$ cat src/rtl/i2c_mem_arbiter.sv
// Shares a 2**ADDR_W x DATA_W register bank between an I2C slave memory front-end and a CPU bus.
// Optional feature (macro I2C_MEM_WRITE_PROTECT_EN): I2C writes to the top 16 entries are dropped.

module i2c_mem_arbiter #(
  parameter int ADDR_W = 8,
  parameter int DATA_W = 8
) (
  input  logic              clk,
  input  logic              reset,
  input  logic              i2c_ld,
  input  logic [ADDR_W-1:0] i2c_mm_addr,
  input  logic [DATA_W-1:0] i2c_rx_data,
  input  logic              i2c_rx_done,
  input  logic              i2c_tx_done,
  output logic [DATA_W-1:0] i2c_tx_data,
  output logic [ADDR_W-1:0] i2c_ptr,
  input  logic              cpu_req,
  input  logic              cpu_we,
  input  logic [ADDR_W-1:0] cpu_addr,
  input  logic [DATA_W-1:0] cpu_wdata,
  output logic [DATA_W-1:0] cpu_rdata,
  output logic              cpu_ready
`ifdef I2C_MEM_WRITE_PROTECT_EN
  ,
  output logic              i2c_wp_hit
`endif
);

  typedef enum logic [2:0] {
    IDLE,
    I2C_LD,
    I2C_WR,
    I2C_RD,
    CPU_ACC
  } state_t;

  state_t            state, next_state;
  logic              ld_p, wr_p, rd_p;
  logic              last_i2c;
  logic [ADDR_W-1:0] ld_addr;
  logic [DATA_W-1:0] wr_byte;
  logic [ADDR_W-1:0] ptr_inc;
  logic              wr_block;
  logic              mem_we;
  logic [ADDR_W-1:0] mem_waddr;
  logic [DATA_W-1:0] mem_wdata;
  logic [DATA_W-1:0] mem [2**ADDR_W];

  assign ptr_inc = i2c_ptr + ADDR_W'(1);

`ifdef I2C_MEM_WRITE_PROTECT_EN
  assign wr_block = &i2c_ptr[ADDR_W-1:ADDR_W-4];
`else
  assign wr_block = 1'b0;
`endif

  // Service selection happens in IDLE; the chosen operation takes effect on the edge
  // entering its service state, so cpu_ready/cpu_rdata are valid during CPU_ACC.
  always_comb begin
    // NOTE: every always_comb output gets a default first so no path leaves it unassigned (no latch).
    next_state = IDLE;
    if (state == IDLE) begin
      if (cpu_req && last_i2c) next_state = CPU_ACC;
      else if (ld_p)           next_state = I2C_LD;
      else if (wr_p)           next_state = I2C_WR;
      else if (rd_p)           next_state = I2C_RD;
      else if (cpu_req)        next_state = CPU_ACC;
    end
  end

  always_comb begin
    mem_we    = 1'b0;
    mem_waddr = cpu_addr;
    mem_wdata = cpu_wdata;
    if (next_state == I2C_WR && !wr_block) begin
      mem_we    = 1'b1;
      mem_waddr = i2c_ptr;
      mem_wdata = wr_byte;
    end else if (next_state == CPU_ACC && cpu_we) begin
      mem_we = 1'b1;
    end
  end

  // NOTE: the bank has no reset; keeping it in its own reset-free block lets it map to plain storage.
  always_ff @(posedge clk) begin
    if (mem_we) mem[mem_waddr] <= mem_wdata;
  end

  // NOTE: sequential state uses non-blocking assignments so every read sees pre-edge values.
  always_ff @(posedge clk or posedge reset) begin
    if (reset) begin
      state       <= IDLE;
      ld_p        <= 1'b0;
      wr_p        <= 1'b0;
      rd_p        <= 1'b0;
      last_i2c    <= 1'b0;
      ld_addr     <= '0;
      wr_byte     <= '0;
      i2c_ptr     <= '0;
      i2c_tx_data <= '0;
      cpu_rdata   <= '0;
      cpu_ready   <= 1'b0;
`ifdef I2C_MEM_WRITE_PROTECT_EN
      i2c_wp_hit  <= 1'b0;
`endif
    end else begin
      state     <= next_state;
      cpu_ready <= (next_state == CPU_ACC);
`ifdef I2C_MEM_WRITE_PROTECT_EN
      i2c_wp_hit <= (next_state == I2C_WR) && wr_block;
`endif
      if (next_state != IDLE) last_i2c <= (next_state != CPU_ACC);

      // A pulse arriving in the serve cycle keeps its flag set for another round.
      ld_p <= i2c_ld      | (ld_p && next_state != I2C_LD);
      wr_p <= i2c_rx_done | (wr_p && next_state != I2C_WR);
      rd_p <= i2c_tx_done | (rd_p && next_state != I2C_RD);
      if (i2c_ld)      ld_addr <= i2c_mm_addr;
      if (i2c_rx_done) wr_byte <= i2c_rx_data;

      case (next_state)
        I2C_LD: begin
          i2c_ptr     <= ld_addr;
          i2c_tx_data <= mem[ld_addr];
        end
        I2C_WR: i2c_ptr <= ptr_inc;
        I2C_RD: begin
          i2c_ptr     <= ptr_inc;
          i2c_tx_data <= mem[ptr_inc];
        end
        CPU_ACC: if (!cpu_we) cpu_rdata <= mem[cpu_addr];
        default: ;
      endcase
    end
  end

endmodule
$ cat config.mk
export PLATFORM = sky130hd
export DESIGN_NAME = i2c_mem_arbiter
export DESIGN_NICKNAME = d
export VERILOG_FILES = /design/src/rtl/i2c_mem_arbiter.sv
export SDC_FILE = /design/constraint.sdc
export NUM_CORES = 2
export LEC_CHECK = 0
export CAP_MARGIN = 20
export CORE_MARGIN = 2
export CORE_UTILIZATION = 40
export CTS_CLUSTER_SIZE = 30
export DETAILED_ROUTE_END_ITERATION = 8
export GPL_TIMING_DRIVEN = 0
export PLACE_DENSITY_LB_ADDON = 0.05
export REMOVE_ABC_BUFFERS = 1
export SLEW_MARGIN = 20
export SYNTH_ARGS = -nofsm -noshare
export SYNTH_HDL_FRONTEND = slang
export SYNTH_SLANG_ARGS = --single-unit
$ cat constraint.sdc
create_clock -name clk -period 5.75 [get_ports clk]
set_input_delay 0.8625 -clock clk [delete_from_list [all_inputs] [get_ports clk]]
set_output_delay 0.8625 -clock clk [all_outputs]
set_load 0.01 [all_outputs]
# [Word level (Yosys, flattened, before mapping)]
# Memory sizes are Yosys's and may differ from the RTL's. A register that Yosys moved wholly into a read port is not among the register bits.
# Index checks and enable logic that the tools add are counted.
[op_classes] reduce_logical=11 n_mux=14 n_shift=0 addsub=1 magnitude_cmp=0 n_mul=0 eq_ne=8 n_div=0 bitwise=4
[op_table] op="8-bit case mux with 2 select lines" n=2
[op_table] op="3-bit two-way mux" n=6
[op_table] op="8-bit two-way mux" n=2
[op_table] op="8-bit by 1-bit adder with 8-bit output (second input constant)" n=1
[op_table] op="3-bit by 2-bit == test with 1-bit output (second input constant)" n=2
[op_table] op="3-bit by 2-bit inequality test with 1-bit output (second input constant)" n=2
[op_table] op="1-bit logical AND" n=5
[op_table] op="1-bit two-way mux" n=4
[op_table] op="2-bit nonzero test" n=2
[op_table] op="3-bit by 1-bit == test with 1-bit output (second input constant)" n=1
[op_table] op="3-bit == test (second input constant)" n=1
[op_table] op="3-bit zero test" n=1
[op_table] op="3-bit by 1-bit inequality test with 1-bit output (second input constant)" n=1
[op_table] op="3-bit inequality test (second input constant)" n=1
[op_table] op="1-bit bitwise OR" n=3
[op_table] op="3-bit nonzero test" n=1
[op_table] op="2-bit AND reduction" n=1
[op_table] op="2-bit OR reduction" n=1
[op_table] op="1-bit inverter" n=1
[totals] ramBits=2048 latchBits=0 inputBits=39 memories=1 out_inout_bits=25 rom_bits=0 ff_bits=40
[memory_table] memory="mem" depth=256 word_bits=8 read_ports=3 rd_ports_with_merged_regs=1 write_ports=1 line="47" rtl="logic [DATA_W-1:0] mem [2**ADDR_W];"

# [Depth between registers and ports, before layout]
[logic_depth] word_depth=12 ltp_mapped=16

# [Least setup slack after synthesis]
# No wires, ideal clock.
[synth_path] kind="input-to-reg" from="input port cpu_req" to="memory mem[0][0], data pin" stages=6 t_arrival_ps=3916 path_buffers=2 path_slack_ps=1279 path_cell_list="a2111o_1 -> nor2_1 -> nand2_1 -> clkbuf_1 -> buf_1 -> mux2_2"
[synth_between] elab_chain_cells=8 word_cells_on_any_way=9
[synth_lines] item="start: declaration" line="17" rtl="input logic cpu_req,"
[synth_lines] item="3-bit two-way mux" line="67" rtl="else if (cpu_req) next_state = CPU_ACC;"
[synth_lines] item="3-bit two-way mux" line="66" rtl="else if (rd_p) next_state = I2C_RD;"
[synth_lines] item="3-bit two-way mux" line="65" rtl="else if (wr_p) next_state = I2C_WR;"
[synth_lines] item="3-bit two-way mux" line="64" rtl="else if (ld_p) next_state = I2C_LD;"
[synth_lines] item="3-bit two-way mux *" line="63" rtl="if (cpu_req && last_i2c) next_state = CPU_ACC;"
[synth_lines] item="3-bit two-way mux *" line="62" rtl="if (state == IDLE) begin"
[synth_lines] item="3-bit by 2-bit == test with 1-bit output *" line="75" rtl="if (next_state == I2C_WR && !wr_block) begin"
[synth_lines] item="8-bit two-way mux *" line="75"
[synth_lines] item="net mem_wdata[0]" line="46" rtl="logic [DATA_W-1:0] mem_wdata;"
[synth_lines] item="end: declaration" line="47"
# The timed path passes the listed nets; every way through them passes the cells marked *.

# [Worst setup path after layout]
[layout_path] from="register i2c_ptr[0]" to="register i2c_tx_data[2]"
[layout_between] elab_chain_cells=3
[layout_lines] item="start: declaration" line="16" rtl="output logic [ADDR_W-1:0] i2c_ptr,"
[layout_lines] item="start signal: assignment" line="123" rtl="i2c_ptr <= ld_addr;"
[layout_lines] item="start signal: assignment" line="126" rtl="I2C_WR: i2c_ptr <= ptr_inc;"
[layout_lines] item="start signal: assignment" line="128" rtl="i2c_ptr <= ptr_inc;"
[layout_lines] item="8-bit by 1-bit adder with 8-bit output" line="49" rtl="assign ptr_inc = i2c_ptr + ADDR_W'(1);"
[layout_lines] item="memory read 256 x 8 bit"
[layout_lines] item="8-bit case mux with 2 select lines" line="121" rtl="case (next_state)"
[layout_lines] item="end signal: assignment" line="124" rtl="i2c_tx_data <= mem[ld_addr];"
[layout_lines] item="end signal: assignment" line="129" rtl="i2c_tx_data <= mem[ptr_inc];"
[layout_lines] item="end: declaration" line="15" rtl="output logic [DATA_W-1:0] i2c_tx_data,"
# Every way passes these cells.
# A chain may end at the register's enable or synchronous reset.

==> impl.org <==
** STA
- Setup violations remaining at the end of the flow were counted as 0.
- The clock arrives with roughly 48 ps of skew.
- Max Slew Vio Count :: 0
- Headroom to the max-slew limit :: 0.0781
- Maximum frequency from static timing analysis :: approximately 180 MHz
- In the finished design, the share of the clock period the worst path needs comes to 0.993.
- Pin slew with the least headroom to its limit :: 1370 ps
- Counting I/O delays and the setup requirement, the final critical path takes between 5000 and 6000 ps.
- Setup slack closes at approximately 39 ps.
- Setup repair after global routing left no endpoint under its margin.
- Number of endpoints with negative hold slack in the final report :: 0

** Clocking
- Hold repair after CTS inserted 0 buffers.
- Register clock-pin slew on the reported worst setup and hold paths :: around 60 ps
- Buffer count from post-CTS setup fixing :: 0
- Clock tree from TritonCTS :: yes
- Gates resized, CTS repair :: 0
- Counting every sink on the clock net gives roughly 2100.
- In this run the clock root is driven by a sky130_fd_sc_hd__clkbuf_16.
- CTS built an H-tree with a depth of 4.
- The number of clock buffers added by TritonCTS is 243.
- At the later pin of the worst-skew pair, clock insertion delay measures around 950 ps.
- Buffer levels on the longest clock path :: 4

** Place
- Routability-driven placement finished with a final weighted congestion of around 0.86.
- Summed over all nets, the half-perimeter wirelength after detailed placement is about 330 mm.
- Placement Cell Area :: 125000 sq um
- Counting tap cells, the placed design contains a total of between 9000 and 10000 instances.
- Dpl ws :: -398 ps
- During placement, the flow inserted port buffers numbering 63.

** Logic synthesis
- In this run the cell area of the synthesized design comes to 115000 sq um.
- Each instance of the synthesized netlist takes up on average approximately 18 sq um.
- The cell count after synthesis came out at ~6500.
- During synthesis, Yosys emitted a total of 0 warnings.
- Number of distinct library cells after synthesis :: 69
- Area contributors post-synth :: sky130_fd_sc_hd__edfxtp_1 (54%), sky130_fd_sc_hd__mux4_2 (31%), sky130_fd_sc_hd__mux2i_1 (3.1%)
- The most used flip-flop cell after synthesis is sky130_fd_sc_hd__edfxtp_1.
- Of all flip-flops after synthesis, the portion carrying an async set or reset was 0.0229.
- The synthesized design contains 2096 register bits.
- Seq/Total Area, Yosys :: 0.547
- Of the post-synthesis cell area, the dominant cell type holds 0.536.
- Number of flops mapped to enable cells by yosys :: 2048
- Synth area leader :: sky130_fd_sc_hd__edfxtp_1

** Floorplan
- The die is between 500 and 600 um tall.
- Floorplan die area :: slightly below 300000 sq um
- Pin placement for this block handled 64 I/O pins.
- Placeable Area :: between 200000 and 300000 sq um
- Site Rows :: between 150 and 200
- Die X-Extent :: about 540 um
- Starting utilization of the core area :: 0.402

** Global route
- Maximum number of pins on one net before global-route repair :: 126
- The initial antenna violation count was 42.
- Remaining global-route overflow :: 0
- The number of global-route vias before repair came to ~73000.
- Wire length of the first global-routing pass :: approximately 650 mm
- Overall routing resource usage :: 0.328

** Worst setup path
- Worst endpoint data arrival time :: 6500 ps
- CP most frequent cell :: sky130_fd_sc_hd__buf_16
- In this design, the stage delay of the slowest critical-path cell is about 760 ps.
- The worst setup path is captured at a register.
- Slowest CP cell :: sky130_fd_sc_hd__nor4_1
- STA puts the critical path data required time at about 6500 ps.
- The critical path goes through buf_16 -> ha_4 -> buf_16 -> buf_12 -> buf_16 -> mux4_2 -> mux4_2 -> nor2_1 -> nor2_1 -> nor4_1 -> nor3_1 -> o211ai_1 -> a21oi_1.
- STA classifies the critical path startpoint as a register.
- Of all nets on the critical path, the largest fanout is 31.
- CP Class :: register to register

** Finish
- Share of layout cells above drive strength 1 :: 0.390
- The finished cells cover ~130000 sq um.
- In the final layout, flip-flops and latches occupy approximately 63000 sq um.
- Counting the fill cells in the layout gives approximately 24000.
- In the final design database the tool counted around 6500 nets.
- The multi-input combinational cells in the finished layout cover a total of ~50000 sq um.
- The area growth from synthesis to layout is 15.8%.
- Number of standard cells in the final layout excluding fillers :: 10500

** Min path
- The tightest min-delay check is of the input pin to asynchronous set/reset pin type.

** Drt
- Wire length after detailed routing :: 481 mm
- The count of nets left with antenna violations once routing finished came out at 0.
- In the routed design, unresolved DRC markers number 0.
- Wire length per cell after detailed routing :: between 40 and 50 um
- After detailed routing, the number of vias per cell comes to slightly above 7.
- The first detailed-routing pass ran for 6 iterations.
- Detailed routing inserted a total of 74500 vias.
- For this block, the initial DRC count from the detailed router was 11200.

** Power
- Maximum VDD drop :: between 0.0004 and 0.0005 V
- Overall power :: approximately 64 mW
- The analysis attributes to cell leakage a power of between 40 and 50 nW.
- Power density relative to cell area :: between 400 and 500 nW/um^2

** Run
- Max Cap Violations :: 0

** Run status
- Outcome :: finished, final reports clean
cell type report:
class | count | share of cell area
Sequential cell | 2096 | 0.472
Multi-Input combinational cell | 3752 | 0.379
Timing Repair Buffer | 358 | 0.0519
Clock buffer | 289 | 0.0484
Tap cell | 3762 | 0.0354
Clock inverter | 167 | 0.0124
Inverter | 23 | 0.000979
Antenna cell | 13 | 0.000245
power by group:
part / total [mW] / internal, mW / switching [mW] / leakage (nW)
sequential: 18.2 / 17.7 / 0.459 / 19.0
clock: 16.0 / 9.36 / 6.67 / 3.97
combinational: 29.7 / 12.0 / 17.7 / 18.2
total: 63.9 / 39.1 / 24.8 / 41.2
cells by family after synthesis:
family	after synthesis	synth area share
adders and majority gates	1	0.000109
and+or+nand+nor	1116	0.0419
muxes	1978	0.346
DFF	2096	0.547
AOI/OAI and AO/OA	646	0.0395
xor gates and xnor gates	11	0.000905
buffers and inverters	620	0.0245
per-stage QoR:
step                 util  hold slack [ps]  setup TNS, ps
finish              0.466              213              0
global route        0.466              208              0
CTS                 0.466              173              0
detailed placement  0.437              526        -106760
global placement    0.411              487              -
floorplan               -              477              -
cells in the final DEF (no fill, tap or decap), types with 35 or more instances in the layout:
| master | count |
|---|---|
| sky130_fd_sc_hd__clkinv_1 | 61 |
| sky130_fd_sc_hd__clkbuf_1 | 35 |
| sky130_fd_sc_hd__nand2_1 | 429 |
| sky130_fd_sc_hd__clkbuf_16 | 249 |
| sky130_fd_sc_hd__a32oi_1 | 48 |
| sky130_fd_sc_hd__buf_6 | 62 |
| sky130_fd_sc_hd__nor2_2 | 213 |
| sky130_fd_sc_hd__edfxtp_1 | 2048 |
| sky130_fd_sc_hd__mux4_2 | 1590 |
| sky130_fd_sc_hd__nand3_1 | 117 |
| sky130_fd_sc_hd__o221ai_1 | 129 |
| sky130_fd_sc_hd__nor3_1 | 67 |
| sky130_fd_sc_hd__mux2i_1 | 355 |
| sky130_fd_sc_hd__a21oi_1 | 124 |
| sky130_fd_sc_hd__a31oi_1 | 48 |
| sky130_fd_sc_hd__buf_16 | 161 |
| sky130_fd_sc_hd__dfrtp_1 | 39 |
| sky130_fd_sc_hd__o22ai_1 | 76 |
| sky130_fd_sc_hd__nor2_1 | 125 |
| sky130_fd_sc_hd__clkinv_2 | 56 |
| sky130_fd_sc_hd__o21ai_0 | 68 |
| sky130_fd_sc_hd__clkdlybuf4s50_1 | 56 |
final timing paths:
check	start	to	slack (ps)	cells past startpoint
max in group asynchronous	reset	ld_addr[5]$_DFFE_PP0P_	4980	3
min in group clk	i2c_mm_addr[3]	ld_addr[3]$_DFFE_PP0P_	490	3
min	reset	wr_byte[6]$_DFFE_PP0P_	210	2
max reg2reg	i2c_ptr[0]$_DFFE_PP0P_	i2c_tx_data[2]$_DFFE_PP0P_	40	13
max	i2c_ptr[0]$_DFFE_PP0P_	i2c_tx_data[2]$_DFFE_PP0P_	40	13
min reg2reg	wr_byte[6]$_DFFE_PP0P_	wr_byte[6]$_DFFE_PP0P_	540	1
synth_stat cells (5+ instances only):
master / n
sky130_fd_sc_hd__a32oi_1: 48
sky130_fd_sc_hd__nand3_1: 117
sky130_fd_sc_hd__mux2i_1: 356
sky130_fd_sc_hd__or2_2: 18
sky130_fd_sc_hd__nor3b_1: 5
sky130_fd_sc_hd__nand2b_1: 36
sky130_fd_sc_hd__o2111ai_1: 15
sky130_fd_sc_hd__o31ai_1: 15
sky130_fd_sc_hd__inv_1: 17
sky130_fd_sc_hd__a22oi_1: 11
sky130_fd_sc_hd__nor3_1: 77
sky130_fd_sc_hd__xnor2_1: 6
sky130_fd_sc_hd__o21ai_0: 76
sky130_fd_sc_hd__a31oi_1: 48
sky130_fd_sc_hd__mux4_2: 1590
sky130_fd_sc_hd__buf_4: 58
sky130_fd_sc_hd__edfxtp_1: 2048
sky130_fd_sc_hd__o221ai_1: 129
sky130_fd_sc_hd__clkbuf_1: 255
sky130_fd_sc_hd__o211ai_1: 16
sky130_fd_sc_hd__mux2_2: 32
sky130_fd_sc_hd__and3_1: 8
sky130_fd_sc_hd__nor2_1: 344
sky130_fd_sc_hd__o311ai_0: 6
sky130_fd_sc_hd__nand2_1: 435
sky130_fd_sc_hd__a311oi_1: 10
sky130_fd_sc_hd__nor4_1: 21
sky130_fd_sc_hd__dfrtp_1: 48
sky130_fd_sc_hd__buf_2: 211
sky130_fd_sc_hd__a211oi_1: 14
sky130_fd_sc_hd__a21oi_1: 124
sky130_fd_sc_hd__nand4_1: 32
sky130_fd_sc_hd__buf_1: 73
sky130_fd_sc_hd__nor2b_1: 9
sky130_fd_sc_hd__a221oi_1: 10
sky130_fd_sc_hd__o22ai_1: 76
sky130_fd_sc_hd__a2111oi_0: 6
worst max-delay path: cells and delay by family (launching register included):
| kind | cells | cell delay (ps) |
|---|---|---|
| adders and majority gates | 1 | 570 |
| muxes | 2 | 1130 |
| buffers and inverters | 4 | 1110 |
| and+or+nand+nor | 4 | 1440 |
| DFF | 1 | 630 |
| AOI/OAI and AO/OA | 2 | 520 |
registers in the layout, summed over array words and instances, names as in the netlist:
name         flops
cpu_rdata        8
cpu_ready        1
i2c_ptr          8
i2c_tx_data      8
last_i2c         1
ld_addr          8
ld_p             1
mem           2048
rd_p             1
state            3
wr_byte          8
wr_p             1
routing by layer:
layer	global-route usage	vias up	wire, um
li1	-	28100	-
met1	0.434	40500	182000
met2	0.496	4783	218000
met3	0.0852	1085	49700
met4	0.179	20	31200
met5	0	-	127
Power figures use the tool's default switching activity.
